<file path="src/rtl/block_pkg.sv">
// block_pkg: constants shared by block_filter, block_unpacker and their benches.
// Lane order: lane index 0 carries the oldest sample (in_4), index 4 the newest (in0).
package block_pkg;

    localparam int DATA_W_DEF = 16;
    localparam int LANES      = 5;
    localparam int LANE_W     = 3;

    // Lane indices in emission order, oldest sample first.
    localparam logic [LANE_W-1:0] LANE_IN_4 = 3'd0;
    localparam logic [LANE_W-1:0] LANE_IN_3 = 3'd1;
    localparam logic [LANE_W-1:0] LANE_IN_2 = 3'd2;
    localparam logic [LANE_W-1:0] LANE_IN_1 = 3'd3;
    localparam logic [LANE_W-1:0] LANE_IN0  = 3'd4;

    localparam logic [LANE_W-1:0] LANE_FIRST = LANE_IN_4;
    localparam logic [LANE_W-1:0] LANE_LAST  = LANE_IN0;

    // Block FIFO control states, keyed on occupancy.
    typedef enum logic [1:0] {
        FIFO_EMPTY,
        FIFO_ACTIVE,
        FIFO_FULL
    } fifo_state_e;

    // Advance a lane index, wrapping after the newest lane.
    function automatic logic [LANE_W-1:0] next_lane(input logic [LANE_W-1:0] idx);
        return (idx == LANE_LAST) ? LANE_FIRST : LANE_W'(idx + 1'b1);
    endfunction

endpackage

</file>
<file path="src/rtl/block_fifo.sv">
// block_fifo: DEPTH-entry store of whole blocks with wrapping read/write
// pointers and an occupancy count. A push while full is ignored.
module block_fifo
    import block_pkg::*;
#(
    parameter int WIDTH = LANES * DATA_W_DEF,
    parameter int DEPTH = 2
) (
    input  logic             clk,
    input  logic             reset,
    input  logic             push,
    input  logic [WIDTH-1:0] push_data,
    input  logic             pop,
    output logic [WIDTH-1:0] head_data,
    output logic             can_push,
    output logic             not_empty
);

    localparam int PTR_W = (DEPTH > 1) ? $clog2(DEPTH) : 1;
    localparam int OCC_W = $clog2(DEPTH + 1);
    localparam logic [PTR_W-1:0] PTR_LAST = PTR_W'(DEPTH - 1);
    localparam logic [OCC_W-1:0] OCC_FULL = OCC_W'(DEPTH);

    logic [WIDTH-1:0] mem [DEPTH];
    logic [PTR_W-1:0] wr_ptr;
    logic [PTR_W-1:0] rd_ptr;
    logic [OCC_W-1:0] occupancy;
    logic [OCC_W-1:0] occ_nxt;
    fifo_state_e      state;
    fifo_state_e      state_nxt;
    logic             do_push;
    logic             do_pop;

    function automatic logic [PTR_W-1:0] ptr_inc(input logic [PTR_W-1:0] p);
        return (p == PTR_LAST) ? '0 : PTR_W'(p + 1'b1);
    endfunction

    // Flags come from the registered state only, so in_ready never depends
    // combinationally on the downstream handshake.
    assign can_push  = (state != FIFO_FULL);
    assign not_empty = (state != FIFO_EMPTY);
    assign do_push   = push && can_push;
    assign do_pop    = pop && not_empty;
    assign head_data = mem[rd_ptr];

    // Block storage: write the accepted block at the tail.
    always_ff @(posedge clk or negedge reset) begin
        if (!reset) begin
            // NOTE: storage is cleared on reset so no block from before reset can ever reach out.
            for (int i = 0; i < DEPTH; i++) begin
                mem[i] <= '0;
            end
        end else if (do_push) begin
            mem[wr_ptr] <= push_data;
        end
    end

    // Pointers wrap modulo DEPTH; occupancy and control state follow push/pop.
    always_ff @(posedge clk or negedge reset) begin
        if (!reset) begin
            wr_ptr    <= '0;
            rd_ptr    <= '0;
            occupancy <= '0;
            state     <= FIFO_EMPTY;
        end else begin
            if (do_push) begin
                wr_ptr <= ptr_inc(wr_ptr);
            end
            if (do_pop) begin
                rd_ptr <= ptr_inc(rd_ptr);
            end
            occupancy <= occ_nxt;
            state     <= state_nxt;
        end
    end

    // Next occupancy and state; a simultaneous push and pop leaves occupancy unchanged.
    always_comb begin
        // NOTE: every output of this block gets a default first, so no path can infer a latch.
        occ_nxt   = occupancy;
        state_nxt = state;
        unique case ({do_push, do_pop})
            2'b10:   occ_nxt = OCC_W'(occupancy + 1'b1);
            2'b01:   occ_nxt = OCC_W'(occupancy - 1'b1);
            default: occ_nxt = occupancy;
        endcase
        if (occ_nxt == '0) begin
            state_nxt = FIFO_EMPTY;
        end else if (occ_nxt == OCC_FULL) begin
            state_nxt = FIFO_FULL;
        end else begin
            state_nxt = FIFO_ACTIVE;
        end
    end

endmodule

</file>
<file path="src/rtl/block_unpacker.sv">
// block_unpacker: buffers 5-lane blocks and emits them one sample per
// accepted handshake, oldest lane (in_4) first.
// Optional feature: define BLOCK_UNPACKER_CNT_EN to add the 32-bit
// sample_cnt output counting every consumed sample.
module block_unpacker #(
    parameter int DATA_W = block_pkg::DATA_W_DEF,
    parameter int LANES  = block_pkg::LANES,
    parameter int DEPTH  = 2
) (
    input  logic              clk,
    input  logic              reset,
    input  logic [DATA_W-1:0] in0,
    input  logic [DATA_W-1:0] in_1,
    input  logic [DATA_W-1:0] in_2,
    input  logic [DATA_W-1:0] in_3,
    input  logic [DATA_W-1:0] in_4,
    input  logic              in_valid,
    output logic              in_ready,
    output logic [DATA_W-1:0] out,
    output logic              out_valid,
    input  logic              out_ready
`ifdef BLOCK_UNPACKER_CNT_EN
    ,
    output logic [31:0]       sample_cnt
`endif
);

    import block_pkg::*;

    localparam int WIDTH = LANES * DATA_W;

    logic [WIDTH-1:0]  push_data;
    logic [WIDTH-1:0]  head_data;
    logic [LANE_W-1:0] lane_idx;
    logic [DATA_W-1:0] lane_data;
    logic              consume;
    logic              pop;

    // Lane 0 (lowest slice) holds in_4, the oldest sample.
    assign push_data = {in0, in_1, in_2, in_3, in_4};
    assign consume   = out_valid && out_ready;
    assign pop       = consume && (lane_idx == LANE_LAST);

    block_fifo #(
        .WIDTH (WIDTH),
        .DEPTH (DEPTH)
    ) u_fifo (
        .clk       (clk),
        .reset     (reset),
        .push      (in_valid),
        .push_data (push_data),
        .pop       (pop),
        .head_data (head_data),
        .can_push  (in_ready),
        .not_empty (out_valid)
    );

    // Select the current lane of the head block.
    always_comb begin
        lane_data = '0;
        unique case (lane_idx)
            LANE_IN_4: lane_data = head_data[0*DATA_W +: DATA_W];
            LANE_IN_3: lane_data = head_data[1*DATA_W +: DATA_W];
            LANE_IN_2: lane_data = head_data[2*DATA_W +: DATA_W];
            LANE_IN_1: lane_data = head_data[3*DATA_W +: DATA_W];
            LANE_IN0:  lane_data = head_data[4*DATA_W +: DATA_W];
            default:   lane_data = '0;
        endcase
    end

    assign out = out_valid ? lane_data : '0;

    // Lane index advances on each consumed sample and wraps as the head block pops.
    always_ff @(posedge clk or negedge reset) begin
        if (!reset) begin
            lane_idx <= LANE_FIRST;
        end else if (consume) begin
            // NOTE: non-blocking so every flop samples pre-edge values regardless of block order.
            lane_idx <= next_lane(lane_idx);
        end
    end

`ifdef BLOCK_UNPACKER_CNT_EN
    // Count consumed samples, wrapping at 2^32.
    always_ff @(posedge clk or negedge reset) begin
        if (!reset) begin
            sample_cnt <= '0;
        end else if (consume) begin
            sample_cnt <= sample_cnt + 32'd1;
        end
    end
`endif

endmodule

</file>
<file path="config.mk">
export PLATFORM = sky130hd
export DESIGN_NAME = block_unpacker
export DESIGN_NICKNAME = d
export VERILOG_FILES = /design/src/rtl/block_pkg.sv /design/src/rtl/block_fifo.sv /design/src/rtl/block_unpacker.sv
export SDC_FILE = /design/constraint.sdc
export NUM_CORES = 1
export LEC_CHECK = 0
export CAP_MARGIN = 30
export CORE_MARGIN = 3
export CORE_UTILIZATION = 40
export CTS_CLUSTER_SIZE = 25
export DETAILED_ROUTE_END_ITERATION = 7
export PLACE_DENSITY = 0.62
export SLEW_MARGIN = 20
export SYNTH_ARGS = -nofsm -noshare
export SYNTH_HDL_FRONTEND = slang
export SYNTH_SLANG_ARGS = --single-unit
</file>
<file path="constraint.sdc">
create_clock -name clk -period 5.2 [get_ports clk]
set_input_delay 0.52 -clock clk [delete_from_list [all_inputs] [get_ports clk]]
set_output_delay 0.52 -clock clk [all_outputs]
set_load 0.005 [all_outputs]
</file>
### Word level (Yosys, flattened, before mapping)

Index checks and enable logic that the tools add are counted.

* bits in registers: 169
* output and inout port bits: 18
* input port bits: 84
* word-level logic and storage cells: 47

* $add $sub $neg: 5
* reductions and logical operators: 8
* equal/unequal tests: 8
* bitwise logic cells: 2
* muxes and demuxes: 14
* magnitude comparators: 3

Operators by type and width (count)
* 80-bit two-way mux: 4
* 160-bit bitwise mux: 1
* 80-bit demux with 1-bit select: 1
* 16-bit case mux with 5 select lines: 1
* 16-bit two-way mux: 1
* 3-bit by 2-bit equality test with 1-bit output (second input constant): 2
* 1-bit logical AND: 5
* 2-bit equality test (second input constant): 2
* 2-bit >= comparator (second input constant): 2
* 2-bit two-way mux: 2
* 1-bit NOT with 2-bit output: 2
* 2-bit case mux with 2 select lines: 1
* 3-bit by 1-bit adder with 3-bit output (second input constant): 1
* 3-bit by 1-bit equality test with 1-bit output (second input constant): 1
* 3-bit equality test (second input constant): 1
* 3-bit zero test: 1
* 3-bit two-way mux: 1
* 1-bit adder (second input constant): 2
* 2-bit by 1-bit adder with 2-bit output (second input constant): 1
* 2-bit by 1-bit equality test with 1-bit output (second input constant): 1
* 2-bit zero test: 1
* 2-bit by 1-bit less-than comparator with 1-bit output (second input constant): 1
* 1-bit two-way mux: 2
* 2-bit inequality test (second input constant): 1
* 2 further kinds: 2

### Longest topological paths before layout

* depth after elaboration: 9
* depth in mapped cells: 9
* mapped depth without buffers: 8

### Modules after synthesis

A second synthesis with hierarchy kept.

* cells, all modules: 548
* area, all modules: 8754.6 um2

By module, submodules not included
* block_fifo: cells an instance 449, times used 1, area each 7976.4 um2, seq. area each 4129.0 um2
* block_unpacker: cells an instance 99, times used 1, area each 778.2 um2, seq. area each 75.1 um2

### Worst setup path before layout

Ideal clock, no wire load.

* path type: register to output
* start point: register lane_idx[0]
* end point: output port out[10]
* path slack: 3.028 ns
* data required time: 4.680 ns
* stages on the path, launching flop included: 7
* buffers on the path: 2
* arrival time: 1.652 ns
* cells stage by stage: dfrtp_1 ha_1 ha_1 clkbuf_1 o41ai_4 buf_6 a21oi_1

* longest elaborated chain between the ends: 3
* elaborated cells on any way between the ends: 7
* those cells by class: eq/ne (4); mux (2); reduce/logical (1)

Ends and longest elaborated chain
* start, declared: RTL line block_unpacker.sv:34 `logic [LANE_W-1:0] lane_idx;`
* start signal, assigned: RTL line block_unpacker.sv:79 `lane_idx <= next_lane(lane_idx);`
* 3-bit equality test, or another cell as far along: RTL line block_unpacker.sv:61 `unique case (lane_idx)`
* 16-bit case mux with 5 select lines *: RTL line block_unpacker.sv:61
* 16-bit two-way mux *: RTL line block_unpacker.sv:71 `assign out = out_valid ? lane_data : '0;`
* end, declared: RTL line block_unpacker.sv:19 `output logic [DATA_W-1:0] out,`

Mark *: on every way between the ends. The rest lies on a longest branch, timed or not.

### Worst setup path after layout

* start point: register u_fifo.rd_ptr
* end point: output port out[11]

* longest elaborated chain between the ends: 6

Ends and longest elaborated chain
* start, declared: RTL line block_fifo.sv:26 `logic [PTR_W-1:0] rd_ptr;`
* start signal, assigned: RTL line block_fifo.sv:70 `rd_ptr <= ptr_inc(rd_ptr);`
* 1-bit NOT with 2-bit output (implied by the code): RTL line block_fifo.sv:44 `assign head_data = mem[rd_ptr];`
* 80-bit two-way mux (implied by the code) (3 in a row): RTL line block_fifo.sv:44
* 16-bit case mux with 5 select lines: RTL line block_unpacker.sv:61
* 16-bit two-way mux: RTL line block_unpacker.sv:71

Every way passes these cells. The select of a mux whose other input is x is not followed.

==> results.sh <==
export IMPL_drv_slew=0
export IMPL_rsz0062_at_grt="no"
export IMPL_power_density_nw_per_um2=667
export IMPL_avgSynthCellArea_um2=15.8
export IMPL_via_per_inst=5.26
export IMPL_ys_top_cells_by_count="dfrtp_1 (168), mux2_2 (136), mux2_4 (95)"
export IMPL_path_cells="buf_4 > mux2_4 > a222oi_1 > a21oi_1 > clkdlybuf4s50_1"
export IMPL_place_congestion=0.776
export IMPL_design_core_area_um2=20300
export IMPL_p_leak_nw=4.23
export IMPL_grt_pass1_vias=5137
export IMPL_root_buffer="clkbuf_16"
export IMPL_drive_gt1_frac=0.439
export IMPL_dieArea_um2=22500
export IMPL_slew_limit_headroom=0.389
export IMPL_netlist_top_cells_area="dfrtp_1 (51%), mux2_2 (18%), mux2_4 (17%), buf_12 (2.2%), a222oi_1 (1.9%)"
export IMPL_yosys_area_share_xor_xnor=0.00421
export IMPL_synthArstFlopShare=1.00
export IMPL_antenna_cells=0
export IMPL_placedCellCount=869
export IMPL_dp_hpwl_mm=13.9
export IMPL_grt_start_max_net_pins=64
export IMPL_fin_skew_ns=0.00832
export IMPL_grt_usage=0.182
export IMPL_yosysSeqAreaShare=0.506
export IMPL_fin_crit_ns=3.74
export IMPL_post_route_period_util=0.719
export IMPL_synth_top_family_by_area="multiplexers"
export IMPL_drt_total_wl_mm=20.1
export IMPL_die_w_um=150
export IMPL_tightest_slew_ns=0.913
export IMPL_htreeDepth=4
export IMPL_synthCells=527
export IMPL_first_pass_iters=5
export IMPL_peakVddDrop_mv=0.332
export IMPL_cp_slowest_cell="dfrtp_4"
export IMPL_wire_per_inst_um=22.3
export IMPL_ys_seq_elements=168
export IMPL_worst_slack_ns=1.46
export IMPL_grt_pass1_wl_mm=30.7
export IMPL_cts_resized_gates=0
export IMPL_synth_cell_type_count=31
export IMPL_ff2ff_path_depth=7
export IMPL_synth_warnings=0
export IMPL_status="finished, final reports clean"
export IMPL_clk_latency_ns=0.42
export IMPL_grt_overflow_total=0
export IMPL_initial_core_util=0.409
export IMPL_cts_num_sinks=168
export IMPL_synth_top_area_cell="dfrtp_1"
export IMPL_p_total_w=0.00666
export IMPL_synthesis_area_um2=8310
export IMPL_rows=52
export IMPL_antenna_found_initial=0
export IMPL_numCtsBuffers=17
export IMPL_ios=102
export IMPL_fin_nets=708
export IMPL_place_ws_ns=1.86
export IMPL_port_buffers=101
export IMPL_muxShareOfSynthArea=0.369
export IMPL_post_cts_buffers=0
export IMPL_start_kind="flip-flop"
export IMPL_synth_top_area_share=0.506
export IMPL_die_h_um=150
export IMPL_cts_path_max_buffers=2
export IMPL_via_count=4739
export IMPL_synth_edf_count=0
export IMPL_cp_end_kind="output port"
export IMPL_setup_viol=0
export IMPL_crit_arrival_ns=3.22
export IMPL_max_stage_delay_ns=0.88
export IMPL_drt_iter0_drc=427
export IMPL_syn_nets=617
export IMPL_area_growth_syn_to_layout_pct=20.1
export IMPL_fmaxAchievable_mhz=268
export IMPL_setup_tns_ns=0
export IMPL_cts_hold_buf=0
export IMPL_synth_most_common_cell="dfrtp_1"
export IMPL_cts_tree="yes"
export IMPL_synth_simple_area_share=0.0125
export IMPL_final_hold_viol_count=0
export IMPL_synth_fa_ha_area_frac=0.00903
export IMPL_cp_max_fo=45
export IMPL_instances_no_fill=901
export IMPL_synthFlopType="dfrtp_1"
export IMPL_critPathKind="reg -> out"
export IMPL_drv_cap=0
export IMPL_drc=0
export IMPL_clk_pin_slew_ns=0.06
export IMPL_required_ns=4.68
export IMPL_min_path_type="in -> async"
export IMPL_synth_compound_area_frac=0.0503
export IMPL_ant_nets=0
==> critical path: cells and delay by family, from the launching register on <==
kind                   cells  cell delay (ns)
AOI/OAI and AO/OA          2             0.67
DFF                        1             0.88
buffers and inverters      2             0.89
muxes                      1             0.33
==> power breakdown <==
part / switching [W] / leakage (nW) / internal [W]
clock network: 0.000521 / 0.287 / 0.000784
registers: 0.000484 / 1.98 / 0.00198
logic: 0.00111 / 1.96 / 0.00177
==> layout make-up <==
cell class              instances  area [um^2]
repair buffers                109         1110
clock buffers                  22          464
well taps                     270          338
flip-flops and latches        168         4210
clock inverters                10          144
inverters                       3         11.3
multi-input cells             319         3710
fillers                      1723        10300
==> sequential cells by signal, indices dropped and copies added (netlist names) <==
| signal | flops |
|---|---|
| u_fifo.state | 2 |
| lane_idx | 3 |
| u_fifo.occupancy | 1 |
| u_fifo.wr_ptr | 1 |
| u_fifo.rd_ptr | 1 |
| u_fifo.mem | 160 |
==> logic make-up (layout without fill, tap and decap cells) <==
logic type	Yosys count	after routing
multiplexers	241	241
AND/OR/NAND/NOR	14	14
adder cells (fa/ha/maj)	6	6
flip-flops	168	168
AO/OA/AOI/OAI	54	54
buffers and inverters	40	144
XOR/XNOR	4	4
==> worst paths after layout <==
check | from | to | slack, ns
setup / recovery | u_fifo.rd_ptr | out[11] | 1.46
hold / removal | reset | u_fifo.mem[73] | 0.05
setup reg to reg | lane_idx[0] | u_fifo.state[1] | 2.42
hold reg to reg | u_fifo.mem[3] | u_fifo.mem[3] | 0.49
max in group asynchronous | reset | u_fifo.mem[70] | 3.66
min in group clk | u_fifo.mem[3] | u_fifo.mem[3] | 0.49
==> through the flow <==
| step | instance area (um^2) | util | hold WS [ns] |
|---|---|---|---|
| floorplan | 8310 | - | 0.224 |
| global placement | 9330 | 0.460 | 0.470 |
| detailed placement | 9380 | 0.462 | 0.479 |
| CTS | 9980 | 0.492 | 0.0489 |
| global route | 9980 | 0.492 | 0.0627 |
| finish | 9980 | 0.492 | 0.0457 |
==> layout by cell type (no fill, tap or decap), types with 3 or more instances in the layout <==
cell type	instances
dfrtp_1	167
mux2_2	136
clkdlybuf4s50_1	100
mux2_4	95
a21oi_1	17
clkbuf_16	17
a222oi_1	16
a22oi_1	16
mux2_1	10
ha_1	6
buf_4	5
nand2_1	3
inv_1	3
xnor2_1	3
clkinvlp_4	3
bufinv_16	3
clkbuf_1	3
==> metal layers <==
layer	global-route usage	part of all wire
met1	0.236	0.43
met2	0.306	0.50
met3	0.0367	0.039
met4	0.0604	0.025
met5	0	0
Power figures use the tool's default switching activity.
